==> src/rtl/inst_mem_loader_pkg.sv <==
// Shared defaults and loader state encoding for the instruction memory
// writer path; also imported by inst_memory.
package inst_mem_loader_pkg;

    localparam int DEF_INSTR_ADDR_WIDTH     = 16;
    localparam int DEF_INSTR_DATA_BIT_WIDTH = 16;
    localparam int DEF_INSTR_MEM_SIZE       = 64;

    typedef enum logic [1:0] {
        ST_IDLE = 2'd0,
        ST_LOAD = 2'd1,
        ST_DONE = 2'd2,
        ST_ERR  = 2'd3
    } loader_state_e;

endpackage

==> src/rtl/inst_mem_loader_if.sv <==
// Byte stream in and instruction memory write port out, as seen by
// the loader (slave) and by the byte source / memory side (master).
interface inst_mem_loader_if
    import inst_mem_loader_pkg::*;
#(
    parameter int AW = DEF_INSTR_ADDR_WIDTH,
    parameter int DW = DEF_INSTR_DATA_BIT_WIDTH
);

    logic          in_valid;
    logic [7:0]    in_data;
    logic          in_last;
    logic          in_ready;
    logic          wr_en;
    logic [AW-1:0] wr_addr;
    logic [DW-1:0] wr_data;

    modport master (
        output in_valid, in_data, in_last,
        input  in_ready, wr_en, wr_addr, wr_data
    );

    modport slave (
        input  in_valid, in_data, in_last,
        output in_ready, wr_en, wr_addr, wr_data
    );

endinterface

==> src/rtl/inst_mem_loader_word_assembler.sv <==
// Packs bytes MSB-first into one instruction word; flags completion on
// a full word or on the session's last byte (low bytes zero-padded).
module inst_mem_loader_word_assembler
    import inst_mem_loader_pkg::*;
#(
    parameter int DW = DEF_INSTR_DATA_BIT_WIDTH
) (
    input  logic          clk,
    input  logic          rst,
    input  logic          clear,
    input  logic          accept,
    input  logic [7:0]    byte_in,
    input  logic          last,
    output logic [DW-1:0] word,
    output logic          word_complete
);

    localparam int BPW = DW / 8;
    localparam int IW  = (BPW > 1) ? $clog2(BPW) : 1;

    logic [IW-1:0] idx_q;
    logic [DW-1:0] asm_q;

    // word includes the byte being accepted this cycle
    always_comb begin
        word = asm_q;
        for (int i = 0; i < BPW; i++) begin
            if (idx_q == IW'(BPW - 1 - i)) begin
                word[8*i +: 8] = byte_in;
            end
        end
    end

    assign word_complete = accept && (last || idx_q == IW'(BPW - 1));

    always_ff @(posedge clk or negedge rst) begin
        if (!rst) begin
            idx_q <= '0;
            asm_q <= '0;
        end else if (clear || word_complete) begin
            idx_q <= '0;
            asm_q <= '0;
        end else if (accept) begin
            idx_q <= idx_q + IW'(1);
            asm_q <= word;
        end
    end

endmodule

==> src/rtl/inst_mem_loader.sv <==
// Loader FSM: latches the base pointer, bound-checks each completed
// word and issues one registered write per word to instruction memory.
module inst_mem_loader
    import inst_mem_loader_pkg::*;
#(
    parameter int INSTR_ADDR_WIDTH     = DEF_INSTR_ADDR_WIDTH,
    parameter int INSTR_DATA_BIT_WIDTH = DEF_INSTR_DATA_BIT_WIDTH,
    parameter int INSTR_MEM_SIZE       = DEF_INSTR_MEM_SIZE
) (
    input  logic                        clk,
    input  logic                        rst,
    input  logic                        start,
    input  logic [INSTR_ADDR_WIDTH-1:0] base_addr,
    inst_mem_loader_if.slave            bus,
    output logic                        busy,
    output logic                        done,
    output logic                        exc,
    output logic [INSTR_ADDR_WIDTH:0]   word_count
);

    localparam int AW = INSTR_ADDR_WIDTH;
    localparam int DW = INSTR_DATA_BIT_WIDTH;
    localparam logic [AW:0] MEM_SIZE_W = (AW+1)'(INSTR_MEM_SIZE);

    loader_state_e state_q, state_d;

    logic [AW-1:0] ptr_q;
    logic [AW:0]   wc_q;
    logic          wr_en_q;
    logic [AW-1:0] wr_addr_q;
    logic [DW-1:0] wr_data_q;
    logic          done_q;
    logic          exc_q;

    logic          accept;
    logic          word_complete;
    logic [DW-1:0] word;
    logic          in_bound;
    logic          base_ok;
    logic          load_go;
    logic          bad_go;
    logic          wr_go;
    logic          ovf;

    assign accept   = bus.in_valid && (state_q == ST_LOAD);
    // checked before the increment, so ptr tops out at INSTR_MEM_SIZE
    assign in_bound = {1'b0, ptr_q} < MEM_SIZE_W;
    assign base_ok  = {1'b0, base_addr} < MEM_SIZE_W;

    inst_mem_loader_word_assembler #(
        .DW (DW)
    ) u_asm (
        .clk           (clk),
        .rst           (rst),
        .clear         (load_go),
        .accept        (accept),
        .byte_in       (bus.in_data),
        .last          (bus.in_last),
        .word          (word),
        .word_complete (word_complete)
    );

    always_comb begin
        state_d = state_q;
        load_go = 1'b0;
        bad_go  = 1'b0;
        wr_go   = 1'b0;
        ovf     = 1'b0;
        unique case (state_q)
            ST_LOAD: begin
                if (word_complete) begin
                    if (in_bound) begin
                        wr_go = 1'b1;
                        if (bus.in_last) state_d = ST_DONE;
                    end else begin
                        ovf     = 1'b1;
                        state_d = ST_ERR;
                    end
                end
            end
            default: begin
                if (start) begin
                    if (base_ok) begin
                        load_go = 1'b1;
                        state_d = ST_LOAD;
                    end else begin
                        bad_go  = 1'b1;
                        state_d = ST_ERR;
                    end
                end
            end
        endcase
    end

    always_ff @(posedge clk or negedge rst) begin
        if (!rst) begin
            state_q   <= ST_IDLE;
            ptr_q     <= '0;
            wc_q      <= '0;
            wr_en_q   <= 1'b0;
            wr_addr_q <= '0;
            wr_data_q <= '0;
            done_q    <= 1'b0;
            exc_q     <= 1'b0;
        end else begin
            state_q <= state_d;
            wr_en_q <= wr_go;
            if (load_go) begin
                ptr_q  <= base_addr;
                wc_q   <= '0;
                done_q <= 1'b0;
                exc_q  <= 1'b0;
            end
            if (bad_go) begin
                done_q <= 1'b0;
                exc_q  <= 1'b1;
            end
            if (wr_go) begin
                wr_addr_q <= ptr_q;
                wr_data_q <= word;
                ptr_q     <= ptr_q + AW'(1);
                wc_q      <= wc_q + (AW+1)'(1);
                if (bus.in_last) done_q <= 1'b1;
            end
            if (ovf) exc_q <= 1'b1;
        end
    end

    assign bus.in_ready = (state_q == ST_LOAD);
    assign bus.wr_en    = wr_en_q;
    assign bus.wr_addr  = wr_addr_q;
    assign bus.wr_data  = wr_data_q;
    assign busy         = (state_q == ST_LOAD);
    assign done         = done_q;
    assign exc          = exc_q;
    assign word_count   = wc_q;

endmodule

==> src/flat_wrapper.sv <==
// flat-port wrapper written by rule: the top's interface ports become plain ports
module inst_mem_loader_flat import inst_mem_loader_pkg::*;
#(
    parameter int INSTR_ADDR_WIDTH     = DEF_INSTR_ADDR_WIDTH,
    parameter int INSTR_DATA_BIT_WIDTH = DEF_INSTR_DATA_BIT_WIDTH,
    parameter int INSTR_MEM_SIZE       = DEF_INSTR_MEM_SIZE
)
  (clk, rst, start, base_addr, busy, done, exc, word_count, bus_in_valid, bus_in_data, bus_in_last, bus_in_ready, bus_wr_en, bus_wr_addr, bus_wr_data);
  inst_mem_loader_if bus_i ();
  input  logic clk;
  input  logic rst;
  input  logic start;
  input  logic [INSTR_ADDR_WIDTH-1:0] base_addr;
  output logic busy;
  output logic done;
  output logic exc;
  output logic [INSTR_ADDR_WIDTH:0] word_count;
  input wire logic [$bits(bus_i.in_valid)-1:0] bus_in_valid;
  input wire logic [$bits(bus_i.in_data)-1:0] bus_in_data;
  input wire logic [$bits(bus_i.in_last)-1:0] bus_in_last;
  output wire logic [$bits(bus_i.in_ready)-1:0] bus_in_ready;
  output wire logic [$bits(bus_i.wr_en)-1:0] bus_wr_en;
  output wire logic [$bits(bus_i.wr_addr)-1:0] bus_wr_addr;
  output wire logic [$bits(bus_i.wr_data)-1:0] bus_wr_data;
  assign bus_i.in_valid = bus_in_valid;
  assign bus_i.in_data = bus_in_data;
  assign bus_i.in_last = bus_in_last;
  assign bus_in_ready = bus_i.in_ready;
  assign bus_wr_en = bus_i.wr_en;
  assign bus_wr_addr = bus_i.wr_addr;
  assign bus_wr_data = bus_i.wr_data;
  inst_mem_loader #(.INSTR_ADDR_WIDTH(INSTR_ADDR_WIDTH), .INSTR_DATA_BIT_WIDTH(INSTR_DATA_BIT_WIDTH), .INSTR_MEM_SIZE(INSTR_MEM_SIZE)) u_core (.clk(clk), .rst(rst), .start(start), .base_addr(base_addr), .bus(bus_i), .busy(busy), .done(done), .exc(exc), .word_count(word_count));
endmodule
==> config.mk <==
export PLATFORM = sky130hd
export DESIGN_NAME = inst_mem_loader_flat
export DESIGN_NICKNAME = d
export VERILOG_FILES = /design/src/rtl/inst_mem_loader_pkg.sv /design/src/rtl/inst_mem_loader_if.sv /design/src/rtl/inst_mem_loader_word_assembler.sv /design/src/rtl/inst_mem_loader.sv /design/src/flat_wrapper.sv
export SDC_FILE = /design/constraint.sdc
export NUM_CORES = 1
export LEC_CHECK = 0
export ABC_AREA = 1
export BUFFER_PORTS_ARGS = -buffer_cell sky130_fd_sc_hd__buf_2
export CELL_PAD_IN_SITES_DETAIL_PLACEMENT = 0
export CELL_PAD_IN_SITES_GLOBAL_PLACEMENT = 1
export CORE_ASPECT_RATIO = 0.9
export CORE_MARGIN = 3
export CORE_UTILIZATION = 25
export DETAILED_ROUTE_END_ITERATION = 12
export GPL_ROUTABILITY_DRIVEN = 1
export PLACE_DENSITY = 0.57
export SYNTH_ARGS = -nofsm -noshare
export SYNTH_HDL_FRONTEND = slang
export SYNTH_SLANG_ARGS = --single-unit
==> constraint.sdc <==
create_clock -name clk -period 1.53 [get_ports clk]
set_input_delay 0.2295 -clock clk [delete_from_list [all_inputs] [get_ports clk]]
set_output_delay 0.2295 -clock clk [all_outputs]
set_load 0.005 [all_outputs]
==> results by group, run 1 <==
Run status
  – Status: finished clean

STA
  – Final hold viol count: 0
  – Setup ws final: about 47 ps
  – TNS Setup: 0 ps
  – RSZ-0062 raised after global routing: true
  – Slew margin rel.: 73.49%
  – Final hold slack: ~130 ps
  – Worst slew pin tran: about 400 ps
  – F_max: 0.6743 GHz
  – Final setup fails: 0
  – Period utilisation layout: a little over nine tenths
  – Final Skew: 7.538 ps
  – Final Max Tran Viols: 0
  – Tmin final: 1483 ps

Placement
  – DP Wirelength: 8030 um
  – Placed instance area: 4875 sq um
  – Pre-CTS setup slack: 50.70 ps
  – RD Place Congestion: between 0.7 and 0.8
  – Input/output buffers: between 80 and 90
  – Placed insts: about 800

Global routing
  – Largest net degree at the start of global routing: 45
  – Vias in the first global route: roughly 3,500
  – GR Overflow Total: 0
  – Gr usage total: around an eighth
  – First-pass GRT wire length: 17,970 um
  – Antenna violations before repair: 0

Setup path
  – Slowest stage delay, CP: 390 ps
  – Reg2Reg Depth: 8
  – Crit path required time: 1760 ps
  – Crit path arrival time: 1710 ps
  – Highest net fanout along the worst path: 6
  – Startpoint Class: flop
  – Reg-to-reg startpoint: u_core.ptr_q[12]$_DFFE_PN0P_
  – Most frequent CP cell: nor2_2
  – Critical-path cell list: nor2_2 > nand2_1 > nor2_2 > nand3_4 > buf_12 > clkbuf_16 > nand2_2 > o21ai_1
  – R2R Setup Slk: ~47 ps
  – CP startpoint: u_core.ptr_q[12]$_DFFE_PN0P_
  – Critical setup path kind: flop to flop
  – Setup crit end kind: flop
  – Crit path to: u_core.bus.wr_data[8]$_DFFE_PN0P_
  – R2R Path End: u_core.bus.wr_data[8]$_DFFE_PN0P_
  – Slowest-stage cell, CP: dfrtp_1

Routing
  – Wire length per cell: 13.83 um
  – Routed WL: 11,450 um
  – Wire length on met3: 397 um
  – WL met2: slightly above 5000 um
  – Metal1 wirelength: 5683 um
  – DRC: 0
  – Via/cell ratio: 4.335
  – DR vias: 3,589
  – Top routing layer in use: met4
  – DRT Pass-1 Iters: 4
  – Routed Antenna Nets: 0
  – Number of DRC markers in iteration 0: 238

Clock tree
  – Reg clk slew, reported paths: approximately 60 ps
  – Clk_lat worst skew: about 340 ps
  – Max Root-Sink Buffers: 2
  – CTS buffer count: 9
  – CTS tree: done
  – Root buf cell: clkbuf_16
  – H-tree Lvls: 3
  – Clock sinks: 87

Layout
  – Layout cells sized above 1: 27.80%
  – Number of cells in the finished layout apart from fillers: roughly 830
  – Core Util, Final: 34.58%
  – Layout area overhead: 32.95%
  – Layout fillers: between 1,500 and 2,000
  – # diodes: 0
  – Final Cell Area: 5433 sq um
  – Nets@finish: 652

Floorplan
  – Die W: approximately 140 um
  – Initial Util: 26.01%
  – Die area: 17,920 sq um
  – Ports: between 80 and 90
  – Row cnt: 43
  – Die height: 127.3 um
  – Core Area: 15,710 sq um

Power
  – Peak VDD IR: ~0.66 mV
  – Power Total: between 5 and 6 mW
  – Power Dens Cells: 1082 nW/um^2
  – Leak pwr: 2.988 nW

Synthesis
  – Syn Nets: about 550
  – Seq cells post-synth: 87
  – Gate count after technology mapping: 515
  – Yosys cell types: 25
  – Post-synthesis instance area: 4086 sq um
  – Sequential area share after synthesis: 53.28%
  – Yosys Warn Count: 0
  – Syn_area_per_cell: roughly 8 sq um

Hold path
  – Worst min-delay path class: input port to flop

Job
  – Number of max-cap violations: 0
==> metal layers <==
metal | vias to the layer above | track usage, %
li1 | 1819 | -
met1 | 1703 | 17.76
met2 | 56 | 19.26
met3 | 11 | 2.208
met4 | 0 | 4.957
met5 | - | 0
==> sequential cells by signal, summed over array words and instances, names as in the netlist <==
| name | flops |
|---|---|
| u_core.u_asm.idx_q | 1 |
| u_core.u_asm.asm_q | 16 |
| u_core.bus.wr_en | 1 |
| u_core.bus.wr_data | 16 |
| u_core.state_q | 2 |
| u_core.ptr_q | 16 |
| u_core.word_count | 17 |
| u_core.exc | 1 |
| u_core.done | 1 |
| u_core.bus.wr_addr | 16 |
==> worst min-delay path by stage <==
| stage | slack [ps] | startpoint | endpoint | cells past startpoint |
|---|---|---|---|---|
| 2_1_floorplan | -70 | rst | u_core.bus.wr_addr[0]$_DFFE_PN0P_ | 0 |
| 3_3_place_gp | 190 | rst | u_core.bus.wr_data[10]$_DFFE_PN0P_ | 1 |
| 3_5_place_dp | 190 | rst | u_core.bus.wr_data[13]$_DFFE_PN0P_ | 1 |
| 4_1_cts | 130 | base_addr[3] | u_core.ptr_q[3]$_DFFE_PN0P_ | 3 |
| 5_1_grt | 150 | base_addr[4] | u_core.ptr_q[4]$_DFFE_PN0P_ | 3 |
| 6_report | 130 | base_addr[3] | u_core.ptr_q[3]$_DFFE_PN0P_ | 3 |
==> worst max-delay path, delay by kind of cell, from the launching register on <==
kind	cells	cell delay (ps)
simple gates	5	590
flops	1	390
buf+inv	2	330
compound gates	1	50
==> final cells by class <==
cell class	instances	area [sq um]	area share (%)
Clock buffer	13	280.3	5.159
Clock inverter	3	15.01	0.2764
Inverter	63	239.0	4.399
Multi-Input combinational cell	346	1682	30.95
Sequential cell	87	2177	40.07
Tap cell	202	252.7	4.652
Timing Repair Buffer	114	787.0	14.49
==> Yosys cell counts <==
master	count	share of area [%]
inv_2	3	0.28
and2_1	2	0.31
buf_2	8	0.98
dfrtp_1	87	53
o21a_1	1	0.18
nand4_1	4	0.61
nor2_2	2	0.31
buf_4	7	1.3
ha_1	2	0.61
buf_6	1	0.28
o21ai_1	20	2.4
nor2_1	35	3.2
o21ai_0	27	3.3
nand3_4	2	0.86
inv_1	60	5.5
a21oi_1	1	0.12
nand2_2	2	0.31
clkbuf_1	2	0.18
nor2_4	1	0.28
nand3_1	57	7.0
xor2_1	6	1.3
o21bai_1	3	0.55
or2_2	2	0.31
buf_1	1	0.092
nand2_1	179	16
==> repair_timing <==
item,4_1_cts,5_1_grt
gates resized for setup,0,50
buffers inserted,0,1
hold buffers,1,0
hold endpoints to repair,24,0
endpoints found under the setup margin,0,76
==> cells in the final DEF, fill, tap and decap left out, types with 3 or more instances in the layout <==
cell         n
inv_1       54
o21ai_1     16
o21ai_2      5
nor2_2       6
o21bai_1     3
buf_6        7
clkbuf_8     4
nand3_1     55
inv_2        8
dfrtp_1     87
buf_2       81
buf_12       5
nor2_1      30
nand4_1      4
nand2_1    164
xor2_1       6
clkinv_2     3
clkbuf_16   11
o21ai_0     26
buf_4       17
nand2_2      9
nand2_4      8
==> power by group <==
group | total [mW] | switching, mW | internal (mW)
sequential | 2.60 | 0.117 | 2.48
clock | 2.18 | 0.911 | 1.27
combinational | 1.10 | 0.720 | 0.376
==> cells by family after synthesis <==
| kind of cell | Yosys count | synth area share [%] |
|---|---|---|
| buf+inv | 82 | 8.604 |
| simple gates | 286 | 29.61 |
| compound gates | 52 | 6.614 |
| flops | 87 | 53.28 |
| fa+ha+maj | 2 | 0.6123 |
| xor+xnor | 6 | 1.286 |
(Power assumes the default switching activity.)
==> run 2: changes to the inputs <==
--- a/config.mk
+++ b/config.mk
@@ -7,6 +7,7 @@
 export LEC_CHECK = 0
 export ABC_AREA = 1
 export BUFFER_PORTS_ARGS = -buffer_cell sky130_fd_sc_hd__buf_2
+export CAP_MARGIN = 30
 export CELL_PAD_IN_SITES_DETAIL_PLACEMENT = 0
 export CELL_PAD_IN_SITES_GLOBAL_PLACEMENT = 1
 export CORE_ASPECT_RATIO = 0.9
@@ -17,4 +18,5 @@
 export PLACE_DENSITY = 0.57
 export SYNTH_ARGS = -nofsm -noshare
 export SYNTH_HDL_FRONTEND = slang
+export SYNTH_HIERARCHICAL = 1
 export SYNTH_SLANG_ARGS = --single-unit
==> results by group, run 2 <==
Placement
  – RD Place Congestion: 0.7853 (+1.1%)
  – DP Wirelength: 8716 um (+8.5%)
  – Placed insts: 847 (+5.2%)
  – Input/output buffers: 82 (unchanged)
  – Pre-CTS setup slack: -222.0 ps (-272.7 ps)
  – Placed instance area: 5180 sq um (+6.3%)

Routing
  – Routed Antenna Nets: 0 (unchanged)
  – DRC: 0 (unchanged)
  – Via/cell ratio: 4.495 (+3.7%)
  – Wire length per cell: 14.36 um (+3.8%)
  – DRT Pass-1 Iters: 4 (unchanged)
  – Routed WL: 12,710 um (+11%)
  – DR vias: 3,978 (+11%)
  – Number of DRC markers in iteration 0: 177 (-26%)

Hold path
  – Worst Hold End: u_core/ptr_q[0]$_DFFE_PN0P_
  – Hold_sp: base_addr[0]
  – Worst min-delay path class: input port to flop
  – Hold Path Stages: 3 (unchanged)

Global routing
  – Antenna violations before repair: 0 (unchanged)
  – Gr usage total: 13.91% (+1.3 points)
  – First-pass GRT wire length: 20,240 um (+13%)
  – Vias in the first global route: 3,865 (+11%)
  – Largest net degree at the start of global routing: 43 (-4.4%)
  – GR Overflow Total: 0 (unchanged)

Floorplan
  – Die height: 129.9 um (+2.0%)
  – Row cnt: 44 (+2.3%)
  – Ports: 83 (unchanged)
  – Die W: 143.6 um (+2.0%)
  – Initial Util: 25.98% (-0.035 points)
  – Die area: 18,650 sq um (+4.1%)
  – Core Area: 16,410 sq um (+4.4%)

Run status
  – Failing checks: setup timing
  – Status: finished, violations left

Layout
  – Number of flip-flops in the largest register: 17 (unchanged)
  – # diodes: 0 (unchanged)
  – Nets@finish: 704 (+8.0%)
  – Layout cells sized above 1: 36.43% (+8.6 points)
  – Core Util, Final: 36.67% (+2.1 points)
  – Most frequent cells in the layout: nand2_1 (199), dfrtp_1 (87), buf_2 (81), nor2_1 (41)
  – Final Cell Area: 6016 sq um (+11%)
  – Most common cell after layout, fill and taps aside: nand2_1
  – Number of cells in the finished layout apart from fillers: 885 (+6.9%)
  – Layout area overhead: 41.16%

Setup path
  – Highest net fanout along the worst path: 7 (+1)
  – R2R Setup Slk: -170 ps (-210 ps)
  – Setup crit end kind: flop
  – Critical setup path kind: flop to flop
  – CP startpoint: u_core/state_q[1]$_DFFE_PN0P_
  – Crit path required time: 1760 ps (about the same)
  – Reg-to-reg startpoint: u_core/state_q[1]$_DFFE_PN0P_
  – Crit path arrival time: 1930 ps (+220 ps)
  – Reg2Reg Depth: 12 (+4)
  – R2R Path End: u_core/word_count[10]$_DFFE_PN0P_
  – Startpoint Class: flop

STA
  – Worst slew pin tran: 287.6 ps (-110.0 ps)
  – Period utilisation layout: 110.8% (+14 points)
  – Final hold viol count: 0 (unchanged)
  – Final hold slack: 144.2 ps (+11.51 ps)
  – Final setup fails: 76 (+76)
  – Final Max Tran Viols: 0 (unchanged)
  – F_max: 0.5897 GHz (-13%)
  – Setup ws final: -165.9 ps (-212.9 ps)
  – Final Skew: 5.668 ps (-1.870 ps)
  – Slew margin rel.: 80.72% (+7.2 points)
  – RSZ-0062 raised after global routing: true
  – Tmin final: 1696 ps (+212.9 ps)
  – TNS Setup: -7096 ps (-7096 ps)

Power
  – Peak VDD IR: 0.5601 mV (-15%)
  – Power Dens Cells: 1070 nW/um^2 (-1.0%)
  – Leak pwr: 3.279 nW (+9.7%)
  – Power Total: 6.439 mW (+9.6%)

Synthesis
  – Seq cells post-synth: 87 (unchanged)
  – Post-synth top cells: nand2_1 (223), dfrtp_1 (87), nor2_1 (48), inv_1 (43), nand3_1 (35)
  – Sequential area share after synthesis: 51.09% (-2.2 points)
  – Gate count after technology mapping: 538 (+4.5%)
  – Most common cell in the netlist: nand2_1
  – Syn_area_per_cell: 7.921 sq um (-0.17%)
  – Cell taking the most area after synthesis: dfrtp_1
  – Post-synth ARST share: 100.0% (unchanged)
  – Syn Nets: 569 (+4.2%)
  – EDFF count, synth: 0 (unchanged)
  – Yosys Warn Count: 6 (+6)
  – Post-synth top area share: 51.09% (-2.2 points)
  – Predominant post-synthesis flop cell: dfrtp_1
  – Synth area leaders: dfrtp_1 (51%), nand2_1 (20%), nor2_1 (4.2%)
  – Yosys cell types: 28 (+12%)
  – Post-synthesis instance area: 4262 sq um (+4.3%)

Clock tree
  – H-tree Lvls: 3 (unchanged)
  – Root buf cell: clkbuf_16
  – Max Root-Sink Buffers: 2 (unchanged)
  – CTS tree: done
  – Clock sinks: 87 (unchanged)
  – CTS buffer count: 9 (unchanged)
  – Clk_lat worst skew: 350 ps (about the same)
  – Reg clk slew, reported paths: 60 ps (about the same)

Job
  – Number of max-cap violations: 0 (unchanged)
==> run 2: area by class of cell <==
cell class,count,area (sq um)
clock buffer,12,266.5
clock inverter,4,28.78
fill,1733,10390
inverter,45,183.9
multi-input combinational,386,2018
sequential,87,2177
tap,207,259.0
timing repair buffer,144,1082
==> run 2: worst max-delay path: stages, from the launching register on <==
cell and delay (ps):
dfrtp_1 410, nor2_4 130, inv_2 50, nor2_4 130
inv_4 40, nor2_4 110, nand2_4 80, nor3_4 150
buf_12 150, buf_12 120, nand2_1 60, nor2_1 90
a21oi_1 40
==> run 2: what timing repair did <==
| action | in CTS | in global routing |
|---|---|---|
| gates cloned | 5 | 0 |
| endpoints found under the hold margin | 16 | 0 |
| setup endpoints to repair | 82 | 87 |
| buffers inserted | 11 | 8 |
| pin swaps | 12 | 20 |
| hold buffers | 1 | 0 |
| resized for setup | 44 | 53 |
==> run 2: power breakdown <==
part / total [mW] / switching (mW) / internal, mW
Combinational: 1.56 / 0.924 / 0.635
Sequential: 2.70 / 0.168 / 2.54
Clock: 2.18 / 0.944 / 1.23
Total: 6.44 / 2.03 / 4.40
==> run 2: layer usage <==
metal / global-route usage [%] / share of wire, %
met5: 0 / 0
met4: 3.876 / 1.2
met3: 4.177 / 5.9
met2: 21.64 / 46
met1: 18.91 / 47
==> run 2: worst max path at each step <==
stage          slack [ps]                                end  cells after the start
3_5_place_dp         -220  u_core/word_count[10]$_DFFE_PN0P_                     12
4_1_cts              -180   u_core/word_count[0]$_DFFE_PN0P_                     13
3_3_place_gp         -150  u_core/word_count[14]$_DFFE_PN0P_                      8
6_report             -170  u_core/word_count[10]$_DFFE_PN0P_                     12
2_1_floorplan        -190        u_core/ptr_q[6]$_DFFE_PN0P_                     14
5_1_grt              -250        u_core/ptr_q[5]$_DFFE_PN0P_                     13
==> run 2: kinds of logic after synthesis <==
kind of cell    after synthesis  share of synthesized area [%]
compound gates               27                          3.377
buf+inv                      66                          8.132
simple gates                349                          35.38
fa+ha+maj                     2                         0.5871
xor+xnor                      7                          1.439
flops                        87                          51.09
